File: src/rtl/wave_pkg.sv
`default_nettype none
// ---------------------------------------------------------------
// wave_pkg: shared types and defaults for the waveform capture block
// Rev 1.0
// ---------------------------------------------------------------
package wave_pkg;

  localparam int DATA_W_DEF = 8;
  localparam int ADDR_W_DEF = 9;

  localparam logic TRIG_RISE = 1'b0;
  localparam logic TRIG_FALL = 1'b1;

  typedef enum logic [2:0] {
    IDLE = 3'd0,
    PRE  = 3'd1,
    ARM  = 3'd2,
    POST = 3'd3,
    HOLD = 3'd4
  } state_t;

endpackage
`default_nettype wire

File: src/rtl/wave_ram.sv
`default_nettype none
// ---------------------------------------------------------------
// wave_ram: simple dual-port sample RAM, registered read port
// Rev 1.0
// ---------------------------------------------------------------
module wave_ram
  import wave_pkg::*;
#(
  parameter int DATA_W = DATA_W_DEF,
  parameter int ADDR_W = ADDR_W_DEF
) (
  input  logic              clk,
  input  logic              we,
  input  logic [ADDR_W-1:0] wr_addr,
  input  logic [DATA_W-1:0] wr_data,
  input  logic              re,
  input  logic [ADDR_W-1:0] rd_addr,
  output logic [DATA_W-1:0] rd_data
);

  logic [DATA_W-1:0] mem [2**ADDR_W];

  // No reset on storage or read register so this maps onto block RAM.
  always_ff @(posedge clk) begin
    if (we) mem[wr_addr] <= wr_data;
    if (re) rd_data <= mem[rd_addr];
  end

endmodule
`default_nettype wire

File: src/rtl/wave_capture_buf.sv
`default_nettype none
// ---------------------------------------------------------------
// wave_capture_buf: triggered circular capture, frozen frame for LCD
// Rev 1.0
// ---------------------------------------------------------------
module wave_capture_buf
  import wave_pkg::*;
#(
  parameter int DATA_W   = DATA_W_DEF,
  parameter int ADDR_W   = ADDR_W_DEF,
  parameter int POINTS   = 480,
  parameter int PRE_TRIG = 240,
  parameter int AUTO_TO  = 4096
) (
  input  logic              clk,
  input  logic              rst_n,
  input  logic [DATA_W-1:0] ad_data,
  input  logic              ad_valid,
  input  logic [DATA_W-1:0] trig_line,
  input  logic              trig_edge,
  input  logic              run_stop,
  input  logic              wave_data_req,
  input  logic [ADDR_W-1:0] wave_addr,
  input  logic              wr_over,
  output logic [DATA_W-1:0] wave_data,
  output logic              outrange,
  output logic              frame_ready,
  output logic              trig_auto
);

  localparam int CNT_W = ADDR_W + 1;
  localparam int TO_W  = (AUTO_TO > 1) ? $clog2(AUTO_TO + 1) : 1;
  localparam logic [CNT_W-1:0]  PRE_LAST   = CNT_W'(PRE_TRIG - 1);
  localparam logic [CNT_W-1:0]  POST_LAST  = CNT_W'(POINTS - PRE_TRIG - 1);
  localparam logic [CNT_W-1:0]  POINTS_C   = CNT_W'(POINTS);
  localparam logic [TO_W-1:0]   TO_LAST    = TO_W'(AUTO_TO - 1);
  localparam logic [ADDR_W-1:0] PRE_OFFSET = ADDR_W'(PRE_TRIG);
  localparam logic [DATA_W-1:0] MAX_SAMPLE = '1;

  state_t            state;
  logic [ADDR_W-1:0] wr_ptr;
  logic [ADDR_W-1:0] trig_ptr;
  logic [CNT_W-1:0]  cnt;
  logic [TO_W-1:0]   to_cnt;
  logic [DATA_W-1:0] prev_sample;
  logic              clip_flag;
  logic              rd_zero;
  logic [DATA_W-1:0] ram_q;

  logic              capturing;
  logic              wr_en;
  logic              clip;
  logic              edge_hit;
  logic              auto_hit;
  logic [ADDR_W-1:0] rd_addr;
  logic              in_range;

  assign capturing = (state == PRE) || (state == ARM) || (state == POST);
  // A run_stop drop discards the sample of that cycle too, protecting the old frame.
  assign wr_en     = capturing && ad_valid && run_stop;
  assign clip      = (ad_data == '0) || (ad_data == MAX_SAMPLE);
  assign edge_hit  = (trig_edge == TRIG_FALL)
                   ? ((prev_sample > trig_line) && (ad_data <= trig_line))
                   : ((prev_sample < trig_line) && (ad_data >= trig_line));
  assign auto_hit  = (AUTO_TO != 0) && (to_cnt == TO_LAST);

  assign rd_addr   = (trig_ptr - PRE_OFFSET) + wave_addr;
  assign in_range  = {1'b0, wave_addr} < POINTS_C;

  always_ff @(posedge clk or negedge rst_n) begin
    if (!rst_n) begin
      state       <= IDLE;
      wr_ptr      <= '0;
      trig_ptr    <= '0;
      cnt         <= '0;
      to_cnt      <= '0;
      prev_sample <= '0;
      clip_flag   <= 1'b0;
      outrange    <= 1'b0;
      frame_ready <= 1'b0;
      trig_auto   <= 1'b0;
    end else begin
      if (wr_en) begin
        wr_ptr      <= wr_ptr + 1'b1;
        prev_sample <= ad_data;
        if (clip) clip_flag <= 1'b1;
      end
      case (state)
        IDLE: if (run_stop) begin
          state     <= PRE;
          cnt       <= '0;
          clip_flag <= 1'b0;
        end
        PRE: if (!run_stop) state <= IDLE;
        else if (ad_valid) begin
          if (cnt == PRE_LAST) begin
            state  <= ARM;
            cnt    <= '0;
            to_cnt <= '0;
          end else cnt <= cnt + 1'b1;
        end
        ARM: if (!run_stop) state <= IDLE;
        else if (ad_valid) begin
          if (edge_hit || auto_hit) begin
            trig_ptr  <= wr_ptr;
            trig_auto <= !edge_hit;
            cnt       <= CNT_W'(1);
            state     <= POST;
          end else to_cnt <= to_cnt + 1'b1;
        end
        POST: if (!run_stop) state <= IDLE;
        else if (ad_valid) begin
          if (cnt == POST_LAST) begin
            state       <= HOLD;
            frame_ready <= 1'b1;
            outrange    <= clip_flag || clip;
            clip_flag   <= 1'b0;
          end else cnt <= cnt + 1'b1;
        end
        HOLD: if (wr_over) begin
          frame_ready <= 1'b0;
          cnt         <= '0;
          state       <= run_stop ? PRE : IDLE;
        end
        default: state <= IDLE;
      endcase
    end
  end

  // Out-of-frame reads are flagged alongside the RAM read so both share the 1-cycle latency.
  always_ff @(posedge clk or negedge rst_n) begin
    if (!rst_n)             rd_zero <= 1'b1;
    else if (wave_data_req) rd_zero <= !in_range;
  end

  assign wave_data = rd_zero ? '0 : ram_q;

  wave_ram #(
    .DATA_W (DATA_W),
    .ADDR_W (ADDR_W)
  ) u_ram (
    .clk     (clk),
    .we      (wr_en),
    .wr_addr (wr_ptr),
    .wr_data (ad_data),
    .re      (wave_data_req),
    .rd_addr (rd_addr),
    .rd_data (ram_q)
  );

endmodule
`default_nettype wire

File: config.mk
export PLATFORM = sky130hd
export DESIGN_NAME = wave_capture_buf
export DESIGN_NICKNAME = d
export VERILOG_FILES = /design/src/rtl/wave_pkg.sv /design/src/rtl/wave_ram.sv /design/src/rtl/wave_capture_buf.sv
export SDC_FILE = /design/constraint.sdc
export NUM_CORES = 2
export LEC_CHECK = 0
export CORE_UTILIZATION = 55
export DETAILED_ROUTE_END_ITERATION = 10
export PLACE_DENSITY = 0.71
export SKIP_CTS_REPAIR_TIMING = 1
export SLEW_MARGIN = 20
export SYNTH_ARGS = -nofsm -noshare
export SYNTH_HDL_FRONTEND = slang
export SYNTH_SLANG_ARGS = --single-unit
File: constraint.sdc
create_clock -name clk -period 4.4 [get_ports clk]
set_input_delay 0.88 -clock clk [delete_from_list [all_inputs] [get_ports clk]]
set_output_delay 0.88 -clock clk [all_outputs]
set_load 0.02 [all_outputs]
==> flow_summary.toml <==
[status]
status = "finished, violations left"
failed_checks = "negative hold slack, negative setup slack"

[floorplanning]
die_height_um = 547.5
fp-row-count = 199
core_area_um2 = 295100
die_width_um = 547.5
dieArea_um2 = 299800
ioPinCount = 43
initial_utilization_pct = 55.48

[synth]
synth_edf_count = 4104
synth-xor-area-share_pct = 0.1154
synth-seq-cells = 4161
syn-cell-area_um2 = 163700
netlist_instances = 8066
synth_top_family_by_area = "multiplexers"
yosys.area.top_type_share_pct = 75.29
synth.most_common_cell = "edfxtp_1"
synth_fp_nets = 8136
synthFlopType = "edfxtp_1"
muxShareOfSynthArea_pct = 15.37
synth-adder-area-share_pct = 0.2951
async_flop_share_pct = 1.370
postSynthAreaPerCell_um2 = 20.29
ys_warn_count = 0
yosysSeqAreaShare_pct = 76.16
yosys-top-cells-count = "edfxtp_1 (4,104), mux4_2 (929), nor2_1 (598), nand2_1 (572), mux2i_1 (381)"
yosys.area_share.simple_pct = 3.511
synth_compound_area_share_pct = 2.672
synth_cell_types = 68
ys_top_cells_by_area = "edfxtp_1 (75%), mux4_2 (13%), mux2i_1 (2.3%), nor2_1 (1.4%), nand2_1 (1.3%)"
synth_area_leader_cell = "edfxtp_1"

[detailed_routing]
post_drt_via_cell_ratio = 6.521
route.detailed.drc = 0
drtPass1Iterations = 8
wl_um = 431800
vias = 87380
route.detailed.wl_per_inst_um = 32.23
antenna_left = 0
drtIter0Drc = 12510

[critical_path]
required_ns = 5.19
critPathMaxStageDelay_ns = 0.87
crit_path_end_kind = "flop"
critical_path.slowest_cell = "fa_4"
crit_chain = "ha_4 > ha_4 > inv_2 > fa_4 > nor2_4 > buf_8 > a221oi_1 > a221oi_1 > nor3_2 > a211oi_1 > or4_4 > buf_12 > a211oi_1"
path_max_fanout = 42
cp_num_buf_inv = 3
critical-path-top-delay-family = "adder cells"
arrival_ns = 5.27
crit_type = "reg2reg"
start_kind = "flop"

[timing]
final_hold_viol_count = 29
worst_hold_slack_ns = -0.04726
finalCritPeriodShare_pct = 101.9
setup_viol = 3
fin_tns_setup_ns = -0.1466
finalCriticalPeriod_ns = 4.484
rsz0062_at_grt = "true"
fin_ws_ns = -0.08373
finalClockSkew_ns = 0.05015
max_freq_ghz = 0.2230
slew_headroom_pct = 11.27
worst_pin_slew_ns = 1.331
slew_violations = 0

[power_and_ir_drop]
finalPower_mw = 84.04
p_leak_nw = 63.12
cellPowerDensity_nw_per_um2 = 439.9
peakVddDrop_mv = 0.3909

[cts]
clock_latency_ns = 0.99
cts.clk_slew.worst_paths_ns = 0.07
cts_sinks = 4161
cts_tree = "yes"
clock-root-buffer = "clkbuf_16"
cts_buffers = 403
clockBufferDepth = 4
htree_levels = 5

[run]
cap_violations = 0

[placed_design]
dp.cells = 12650
portBuffers = 42
gp_congestion = 0.9150
dp_hpwl_um = 264300

[final_layout]
area_growth_syn_to_layout_pct = 16.72
stdcell_count = 13400
nets = 9216
drive_gt1_share_pct = 29.78

[global_route]
first_global_vias = 87330
antenna_found_initial = 21
grt_pass1_wl_um = 614200
gr-total-overflow = 0
grt_max_degree = 203
grt_usage_pct = 28.48

[min_path]
min_path_type = "in2async"
[per-stage QoR]
stage | worst slack, ns | instance area [µm²] | util (%) | hold WS, ns
4_1_cts | -0.8268 | 189800 | 64.34 | -0.06164
2_1_floorplan | 0.2145 | 163700 | - | 0.4497
6_report | -0.08373 | 191100 | 64.75 | -0.04726
5_1_grt | -0.1179 | 191000 | 64.75 | 0.02435
3_5_place_dp | -1.795 | 176500 | 59.81 | 0.4748
3_3_place_gp | -1.781 | 176500 | 59.81 | 0.4715
[kinds of logic after synthesis]
kind of cell	Yosys count
compound gates	587
xor+xnor	19
fa+ha+maj	38
buf+inv	528
flops	4161
mux	1335
simple gates	1398
[sequential cells by signal, summed over array words and instances, names as in the netlist]
name	flops
state	3
trig_auto	1
clip_flag	1
rd_zero	1
prev_sample	8
outrange	1
cnt	10
trig_ptr	9
frame_ready	1
u_ram.rd_data	8
u_ram.mem	4096
to_cnt	13
wr_ptr	9
[placed cells by master, fill, tap and decap left out, types with 51 or more instances in the layout]
cell type	instances
dfrtp_1	56
a22oi_1	62
a221oi_1	94
mux2i_1	380
a21oi_1	74
clkbuf_16	412
buf_12	141
mux4_2	929
buf_4	962
clkinv_1	100
clkinv_2	59
nand2_1	556
nand3_1	62
edfxtp_1	4104
bufinv_16	51
nor2_1	591
o21ai_0	53
clkbuf_1	69
[metal layers]
layer / share of wire [%] / vias up / global-route usage, %
met3: 12 / 888 / 6.342
li1: - / 35320 / -
met5: 0.017 / - / 0
met1: 38 / 45350 / 40.34
met4: 4.0 / 12 / 10.61
met2: 47 / 5809 / 43.93
[path summary, 6_finish.rpt]
path | cells past startpoint | to | slack (ns) | start
worst max-delay path | 13 | u_ram.rd_data[0] | -0.08 | trig_ptr[1]
worst min-delay path | 1 | cnt[9] | -0.05 | rst_n
worst max register to register | 13 | u_ram.rd_data[0] | -0.08 | trig_ptr[1]
worst min register to register | 2 | prev_sample[5] | 0.49 | prev_sample[5]
max in group asynchronous | 2 | rd_zero | 3.54 | rst_n
min in group clk | 1 | u_ram.mem[158][2] | 0.20 | ad_data[2]
[worst reg2reg max path, stage by stage (launching register included)]
cell and delay (ns):
dfrtp_1 0.42, ha_4 0.29, ha_4 0.13, inv_2 0.04, fa_4 0.87, nor2_4 0.10
buf_8 0.21, a221oi_1 0.65, a221oi_1 0.19, nor3_2 0.39, a211oi_1 0.13, or4_4 0.58
buf_12 0.16, a211oi_1 0.15
[power breakdown]
part	total, mW	internal (mW)	leakage, nW	switching (mW)
combinational	5.36	1.97	19.0	3.39
sequential	43.7	43.6	37.6	0.0903
clock	34.9	20.1	6.46	14.9
total	84.0	65.7	63.1	18.4
[layout make-up]
cell class	count	area (µm²)
Tap cell	3919	4903
Inverter	26	113.9
Multi-Input combinational cell	3377	36970
Clock buffer	478	10470
Sequential cell	4161	124700
Clock inverter	254	2888
Timing Repair Buffer	1177	11020
Antenna cell	7	17.52
Fill cell	18960	104000
No activity file was read; power rests on OpenSTA's default activity.
